**src/rtl/cpu_pkg.sv**
```systemverilog
// Shared definitions for the control unit: opcode map, instruction classes,
// write-data source selects, FSM state encoding and the control-strobe bundle.
package cpu_pkg;

  localparam logic [5:0] OP_J    = 6'b110000;
  localparam logic [5:0] OP_JZ   = 6'b110001;
  localparam logic [5:0] OP_JNZ  = 6'b110010;
  localparam logic [5:0] OP_JAL  = 6'b110011;
  localparam logic [5:0] OP_RET  = 6'b110100;
  localparam logic [5:0] OP_IN   = 6'b110101;
  localparam logic [5:0] OP_OUT  = 6'b110110;
  localparam logic [5:0] OP_HALT = 6'b111111;

  localparam logic       CLS_ALU  = 1'b0;
  localparam logic [1:0] CLS_LI   = 2'b10;
  localparam logic [1:0] CLS_CTRL = 2'b11;

  localparam logic [1:0] SEL_ALU   = 2'b00;
  localparam logic [1:0] SEL_PORT  = 2'b01;
  localparam logic [1:0] SEL_STACK = 2'b10;
  localparam logic [1:0] SEL_IMM   = 2'b11;

  typedef enum logic [1:0] {
    ST_BOOT  = 2'b00,
    ST_EXEC  = 2'b01,
    ST_FLUSH = 2'b10,
    ST_HALT  = 2'b11
  } state_t;

  typedef struct packed {
    logic       s_inc;
    logic       s_if_return;
    logic       we3;
    logic       wez;
    logic       s_we_port;
    logic       s_we_stack;
    logic       s_jalret;
    logic [2:0] op_alu;
    logic [1:0] sel_inputs;
  } ctrl_t;

  // Quiet bundle: sequential fetch, nothing written.
  localparam ctrl_t CTRL_IDLE = '{
    s_inc:       1'b1,
    s_if_return: 1'b0,
    we3:         1'b0,
    wez:         1'b0,
    s_we_port:   1'b0,
    s_we_stack:  1'b0,
    s_jalret:    1'b0,
    op_alu:      3'b000,
    sel_inputs:  SEL_ALU
  };

endpackage

```
**src/rtl/control_unit_fsm_decoder.sv**
```systemverilog
// Pure combinational opcode/z decode into datapath strobes, plus flags telling
// the FSM whether the instruction redirects the PC or halts the core.
module opcode_decoder
  import cpu_pkg::*;
(
  input  logic [5:0] opcode,
  input  logic       z,
  output ctrl_t      ctrl,
  output logic       taken,
  output logic       is_halt
);

  // Decode opcode into strobes; unlisted control codes fall through as NOP.
  always_comb begin
    ctrl    = CTRL_IDLE;
    taken   = 1'b0;
    is_halt = 1'b0;
    if (opcode[5] == CLS_ALU) begin
      ctrl.op_alu     = opcode[4:2];
      ctrl.we3        = 1'b1;
      ctrl.wez        = 1'b1;
      ctrl.sel_inputs = SEL_ALU;
    end else if (opcode[5:4] == CLS_LI) begin
      ctrl.we3        = 1'b1;
      ctrl.sel_inputs = SEL_IMM;
    end else begin
      case (opcode)
        OP_J: begin
          ctrl.s_inc = 1'b0;
          taken      = 1'b1;
        end
        OP_JZ: begin
          ctrl.s_inc = ~z;
          taken      = z;
        end
        OP_JNZ: begin
          ctrl.s_inc = z;
          taken      = ~z;
        end
        OP_JAL: begin
          ctrl.s_inc      = 1'b0;
          ctrl.s_we_stack = 1'b1;
          ctrl.s_jalret   = 1'b1;
          taken           = 1'b1;
        end
        OP_RET: begin
          ctrl.s_inc       = 1'b0;
          ctrl.s_if_return = 1'b1;
          ctrl.s_we_stack  = 1'b1;
          ctrl.s_jalret    = 1'b0;
          taken            = 1'b1;
        end
        OP_IN: begin
          ctrl.we3        = 1'b1;
          ctrl.sel_inputs = SEL_PORT;
        end
        OP_OUT: begin
          ctrl.s_we_port = 1'b1;
        end
        OP_HALT: begin
          ctrl.s_inc = 1'b0;
          is_halt    = 1'b1;
        end
        default: begin
          ctrl = CTRL_IDLE;
        end
      endcase
    end
  end

endmodule

```
**src/rtl/control_unit_fsm.sv**
```systemverilog
// Control unit: gates decoded strobes through a BOOT/EXEC/FLUSH/HALT FSM that
// hides the registered program-memory read, and counts retired instructions.
module control_unit_fsm
  import cpu_pkg::*;
#(
  parameter int CNT_W = 16
) (
  input  logic             clk,
  input  logic             reset,
  input  logic [5:0]       opcode,
  input  logic             z,
  input  logic             resume,
  output logic             s_inc,
  output logic             s_if_return,
  output logic             we3,
  output logic             wez,
  output logic             s_we_port,
  output logic             s_we_stack,
  output logic             s_jalret,
  output logic [2:0]       op_alu,
  output logic [1:0]       sel_inputs,
  output logic             halted,
  output logic [CNT_W-1:0] retired
);

  state_t     state;
  state_t     state_next;
  ctrl_t      dec_ctrl;
  ctrl_t      ctrl;
  logic       dec_taken;
  logic       dec_halt;

  opcode_decoder u_dec (
    .opcode  (opcode),
    .z       (z),
    .ctrl    (dec_ctrl),
    .taken   (dec_taken),
    .is_halt (dec_halt)
  );

  // State register.
  always_ff @(posedge clk or posedge reset) begin
    if (reset) begin
      state <= ST_BOOT;
    end else begin
      state <= state_next;
    end
  end

  // Next state and strobe gating; only EXEC lets the decoder reach the datapath.
  always_comb begin
    state_next = state;
    ctrl       = CTRL_IDLE;
    halted     = 1'b0;
    case (state)
      ST_BOOT: begin
        state_next = ST_EXEC;
      end
      ST_EXEC: begin
        ctrl = dec_ctrl;
        if (dec_halt) begin
          state_next = ST_HALT;
        end else if (dec_taken) begin
          state_next = ST_FLUSH;
        end else begin
          state_next = ST_EXEC;
        end
      end
      ST_FLUSH: begin
        state_next = ST_EXEC;
      end
      ST_HALT: begin
        ctrl.s_inc = 1'b0;
        halted     = 1'b1;
        if (resume) begin
          state_next = ST_FLUSH;
        end else begin
          state_next = ST_HALT;
        end
      end
      default: begin
        state_next = ST_BOOT;
      end
    endcase
  end

  // Retired-instruction counter; bubbles and halt cycles are not counted.
  always_ff @(posedge clk or posedge reset) begin
    if (reset) begin
      retired <= {CNT_W{1'b0}};
    end else if (state == ST_EXEC) begin
      retired <= retired + {{(CNT_W-1){1'b0}}, 1'b1};
    end else begin
      retired <= retired;
    end
  end

  assign s_inc       = ctrl.s_inc;
  assign s_if_return = ctrl.s_if_return;
  assign we3         = ctrl.we3;
  assign wez         = ctrl.wez;
  assign s_we_port   = ctrl.s_we_port;
  assign s_we_stack  = ctrl.s_we_stack;
  assign s_jalret    = ctrl.s_jalret;
  assign op_alu      = ctrl.op_alu;
  assign sel_inputs  = ctrl.sel_inputs;

endmodule

```
**config.mk**
```make
export PLATFORM = sky130hd
export DESIGN_NAME = control_unit_fsm
export DESIGN_NICKNAME = d
export VERILOG_FILES = /design/src/rtl/cpu_pkg.sv /design/src/rtl/control_unit_fsm_decoder.sv /design/src/rtl/control_unit_fsm.sv
export SDC_FILE = /design/constraint.sdc
export NUM_CORES = 1
export LEC_CHECK = 0
export BUFFER_PORTS_ARGS = -buffer_cell sky130_fd_sc_hd__buf_2
export CORE_ASPECT_RATIO = 0.9
export CORE_MARGIN = 2
export CORE_UTILIZATION = 44
export CTS_BUF_LIST = sky130_fd_sc_hd__clkbuf_4
export DETAILED_ROUTE_END_ITERATION = 7
export PLACE_DENSITY = 0.86
export RECOVER_POWER = 25
export SYNTH_ARGS = -nofsm -noshare
export SYNTH_HDL_FRONTEND = slang
export SYNTH_SLANG_ARGS = --single-unit
export TNS_END_PERCENT = 10
```
**constraint.sdc**
```tcl
create_clock -name clk -period 1.2 [get_ports clk]
set_input_delay 0.18 -clock clk [delete_from_list [all_inputs] [get_ports clk]]
set_output_delay 0.18 -clock clk [all_outputs]
set_load 0.01 [all_outputs]
```
* After elaboration in Yosys (flattened, before gate mapping) *
Index checks and enable logic that the tools add are counted.

word-level totals
  bits in registers = 18
  output and inout bits = 29

cells by class
  $add $sub $neg = 1
  equal/unequal tests = 12
  multiplexer cells = 27
  bitwise logic cells = 1
  reduce and logical (&&, ||, !) cells = 4

operators with widths
  cell                                                             number
  6-bit == test, second input constant                             8
  16-bit by 1-bit adder with 16-bit output, second input constant  1
  1-bit two-way mux                                                12
  2-bit two-way mux                                                6
  11-bit two-way mux                                               1
  2-bit == test, second input constant                             3
  6-bit two-way mux                                                1
  1-bit one-hot mux with 3 select lines                            2
  2-bit one-hot mux with 3 select lines                            1
  5-bit two-way mux                                                1
  2-bit one-hot mux with 2 select lines                            1
  4-bit OR reduction                                               1
  3-bit two-way mux                                                1
  3-bit OR reduction                                               1
  2-bit by 1-bit == test with 1-bit output, second input constant  1
  2-bit logical NOT                                                1
  1-bit one-hot mux with 2 select lines                            1
  2-bit OR reduction                                               1
  1-bit NOT                                                        1

* Longest topological paths before layout *
  depth after elaboration = 8
  gate-level depth with buffers = 5
  mapped depth without buffers = 5

* Modules after synthesis *
A second synthesis with hierarchy kept.

unflattened totals
  cell total of the unflattened synthesis = 110
  area total of the unflattened synthesis = 1074.8 um2

modules (own cells, without submodules)
  module            times used  cells an instance  area an instance (um2)  seq. area each (um2)
  control_unit_fsm  1           81                 902.1                   450.4
  opcode_decoder    1           29                 172.7                   0.0

* Worst setup path before layout *
Ideal clock, no wire load.

  path kind = reg2reg
  start point = reg retired[0]
  end point = reg retired[8]
  data arrival time = 1239 ps
  setup slack = -114 ps
  cell stages (with the launch flop) = 6
  buffers on the path = 0
  clock period less this slack = 1314 ps
  cell sequence = dfrtp_1 -> ha_1 -> nand3b_2 -> nor2_4 -> and4_4 -> xor2_2

between the ends
  cells in the longest elaborated chain, start to end = 1

RTL lines
  what                                      line                    text
  start, declared                           control_unit_fsm.sv:23  output logic [CNT_W-1:0] retired
  start signal, assigned                    control_unit_fsm.sv:90  retired <= {CNT_W{1'b0}};
  start signal, assigned                    control_unit_fsm.sv:92  retired <= retired + {{(CNT_W-1){1'b0}}, 1'b1};
  start signal, assigned                    control_unit_fsm.sv:94  retired <= retired;
  16-bit by 1-bit adder with 16-bit output  control_unit_fsm.sv:92

No other way between the ends.
A chain may end at the register's enable or synchronous reset.

* Worst setup path after layout *
  start point = reg state[1]
  end point = out s_we_port

between the ends
  cells in the longest elaborated chain, start to end = 2

RTL lines
  what                                      line                    text
  start, declared                           control_unit_fsm.sv:26  state_t state;
  start signal, assigned                    control_unit_fsm.sv:46  state <= state_next;
  2-bit by 1-bit == test with 1-bit output  control_unit_fsm.sv:55  case (state)
  11-bit two-way mux                        control_unit_fsm.sv:55
  end, declared                             control_unit_fsm.sv:17  output logic s_we_port,

No other way between the ends.

==> results.md <==
* Vias per inst at 5.063
* Violated checks: setup timing
* Post-synthesis instance area at 958.4 sq um
* Crit. path cell count at 4
* Floorplan die area at about 0.0026 sq mm
* Aggregate global routing overflow at 0
* Worst setup path category: flip-flop to primary output
* Clock Path Buffers at 2
* Vertical extent of the die at about 48 um
* TritonCTS clock tree: built
* Wire length of the first global-routing pass at 3.698 mm
* Clock tree sinks at 18
* Place WS at -0.1545 ns
* Routed wirelength normalized by instance count at 12.37 um
* Warning count from the yosys run at 0
* Routability Congestion at 0.8121
* Synthesized netlist cell count at between 90 and 100
* P_leak at 0.0007607 uW
* Status: finished with violations
* Path category of the worst min-delay check: input pin to flip-flop
* Cell with the largest stage delay on the worst path: sky130_fd_sc_hd__dfrtp_1
* Startpoint types: flip-flop
* Total placed cells including tap cells at around 180
* Post-layout worst setup margin at -0.3660 ns
* Layout cell share with drive strength beyond 1 at 0.5460
* Number of storage elements in the synthesis netlist at 18
* Inserted Clock Buffers at 3
* Unrepaired setup endpoints after global routing: true
* Final design instance area without fill at 0.001481 sq mm
* Total half-perimeter wirelength after legalization and detailed placement at 1.906 mm
* First DRT Iteration DRCs at 6
* Number of distinct library cell variants in the gate-level netlist after synthesis at 29
* Layout Nets at 175
* Cell depth of the worst min-delay path at 2
* Data required time at the worst endpoint at ~1 ns
* Post-detailed-route count of antenna-violating nets at 0
* CTS clk-pin slew, worst paths at 0.09 ns
* Total via count in the routed design at 962
* Synth top area share at 0.4700
* CP top delay family: simple AND/OR/NAND/NOR gates
* Ports placed on the boundary at 39
* Remaining max-slew budget at the tightest pin at 0.6953
* Net count of the mapped netlist at 105
* Final min period at 1.566 ns
* Final setup violating endpoints at 23
* Total core area at 0.002122 sq mm
* Filler-free cell count of the finished design at 190
* H-tree depth reported by CTS at 1
* Worst Max-Slew Pin Slew at 0.4571 ns
* Total GRT Usage at 0.2039
* Number of cell instances on the worst register-to-register path at 5
* Total buffers and inverters traversed by the critical path at 1
* Antenna violations before repair at 0
* Power Dens Cells at 1790 mW/mm^2
* Count of input and output buffers at 38
* Number of hold violations in the final report at 0
* Clock tree root driver cell: sky130_fd_sc_hd__clkbuf_4
* Commonest cells after routing, fill and taps aside: sky130_fd_sc_hd__buf_2 (37), sky130_fd_sc_hd__buf_4 (23), sky130_fd_sc_hd__dfrtp_1 (16), sky130_fd_sc_hd__xnor2_1 (13), sky130_fd_sc_hd__nand2_1 (10)
* Final worst clock skew at 0.01262 ns
* CP arrival at 1.39 ns
* Ranking of synthesized cells by area: sky130_fd_sc_hd__dfrtp_1 (47%), sky130_fd_sc_hd__xnor2_1 (12%), sky130_fd_sc_hd__nand2_1 (4.3%)
* Insertion delay to the later sink of the worst-skew pair at 0.29 ns
* Slowest cell delay on critical path at 0.42 ns
* Highest ir drop seen on vdd at 1.111 mV
* Number of detailed-route iterations in the first pass at 4
* Initial Util at 0.4517
* # Max-Cap Violations at 0
* Number of antenna diodes at 0
* Number of global-route vias before repair at 882
* Horiz. Die Dim at 53.20 um
* Critical path capture point type: primary output
* Remaining design rule violation count at 0
* Worst hold slack after final layout at slightly below 0.06 ns
* Area growth, synth to finish at 54.57%
* Top fanout value on the critical path at 4
* Leading cell type in the layout, fill and taps excluded: sky130_fd_sc_hd__buf_2
* Share of the yosys chip area belonging to registers at 0.4700
* Number of pins with negative max-slew slack in the final report at 0
* Detailed Route WL at 2.351 mm
* Area of placed instances at 0.001371 sq mm
* Cell taking the most area after synthesis: sky130_fd_sc_hd__dfrtp_1
* Pin count of the biggest net entering global routing at 19
* Rows at 16
* Synth Area per Inst at 10.20 sq um
* Ordered cell list for the critical path: and2b_2 > nand3_2 > nor3b_2 > buf_2
* Max Fclk at roughly 640 MHz
* Portion of the clock cycle consumed by the worst path in the final layout at 1.305
* # fillers at 170
[layer usage]
metal	wire length (um)	GRT usage	up-vias
li1	-	-	470
met5	0	0	-
met4	38	0.07692	0
met3	133	0.03681	6
met2	1270	0.4225	35
met1	909	0.2070	451
[final timing paths]
| kind | slack (ns) | endpoint | from |
|---|---|---|---|
| max in group asynchronous | 0.33 | state[0]$_DFF_PP0_ | reset |
| max reg2reg | -0.20 | retired[8]$_DFFE_PP0P_ | state[1]$_DFF_PP0_ |
| max | -0.37 | s_we_port | state[1]$_DFF_PP0_ |
| min in group asynchronous | 0.51 | retired[14]$_DFFE_PP0P_ | reset |
| min reg2reg | 0.47 | retired[15]$_DFFE_PP0P_ | retired[15]$_DFFE_PP0P_ |
| min | 0.06 | state[0]$_DFF_PP0_ | resume |
[through the flow]
stage	TNS (ns)	util	power (uW)
floorplan	-0.4387	-	1513
global placement	-0.5205	0.6462	2115
detailed placement	-1.191	0.6462	2188
CTS	-4.465	0.6875	2609
global route	-5.979	0.6981	2845
finish	-4.160	0.6981	2651
[area by class of cell]
| type | instances | area, sq um | share of cell area |
|---|---|---|---|
| clock buffer | 4 | 30.03 | 0.02027 |
| timing repair buffer | 65 | 406.6 | 0.2745 |
| tap | 27 | 33.78 | 0.02280 |
| sequential | 18 | 452.9 | 0.3057 |
| inverter | 1 | 3.754 | 0.002534 |
| multi-input combinational | 75 | 554.3 | 0.3742 |
[power by group]
| group | internal [uW] | switching, uW |
|---|---|---|
| sequential | 758 | 122 |
| combinational | 748 | 694 |
| clock | 152 | 178 |
| total | 1660 | 993 |
[what timing repair did]
item                                    CTS  global route
hold buffers                              1             0
endpoints found under the setup margin   24            29
setup buffers                             1             0
pin swaps                                 9             2
resized for setup                        12             6
cloned                                    0             0
endpoints found under the hold margin    18             0
[synthesized netlist by cell type (all sizes together)]
cell type   n
nand2      11
xor2        2
nor3b       2
nand4       4
nand3       7
nand2b      1
o21ai       3
and3        4
and2        4
nor3        1
or2         1
inv         1
a31oi       1
ha          1
a32oi       1
dfrtp      18
and4        2
nor2        9
nor2b       1
a21oi       2
xnor2      13
nand3b      2
or3b        1
and2b       1
o21a        1
[cells by family (layout without fill, tap and decap cells)]
kind of cell / Yosys count / count (layout) / share of synthesized area
xor+xnor: 15 / 15 / 0.1449
compound gates: 8 / 8 / 0.04961
buf+inv: 1 / 70 / 0.003913
simple gates: 51 / 51 / 0.3185
flops: 18 / 18 / 0.4700
fa+ha+maj: 1 / 1 / 0.01305
[flip-flops by register name (all words and copies together), names as in the netlist]
name	count
retired	16
state	2
[worst reg2reg max path, delay by kind of cell (launching register included)]
| family | cells | cell delay (ns) |
|---|---|---|
| AND/OR/NAND/NOR | 3 | 0.65 |
| flip-flops | 1 | 0.42 |
| buffers and inverters | 1 | 0.15 |
| XOR/XNOR | 1 | 0.12 |
No activity file was read; power rests on OpenSTA's default activity.
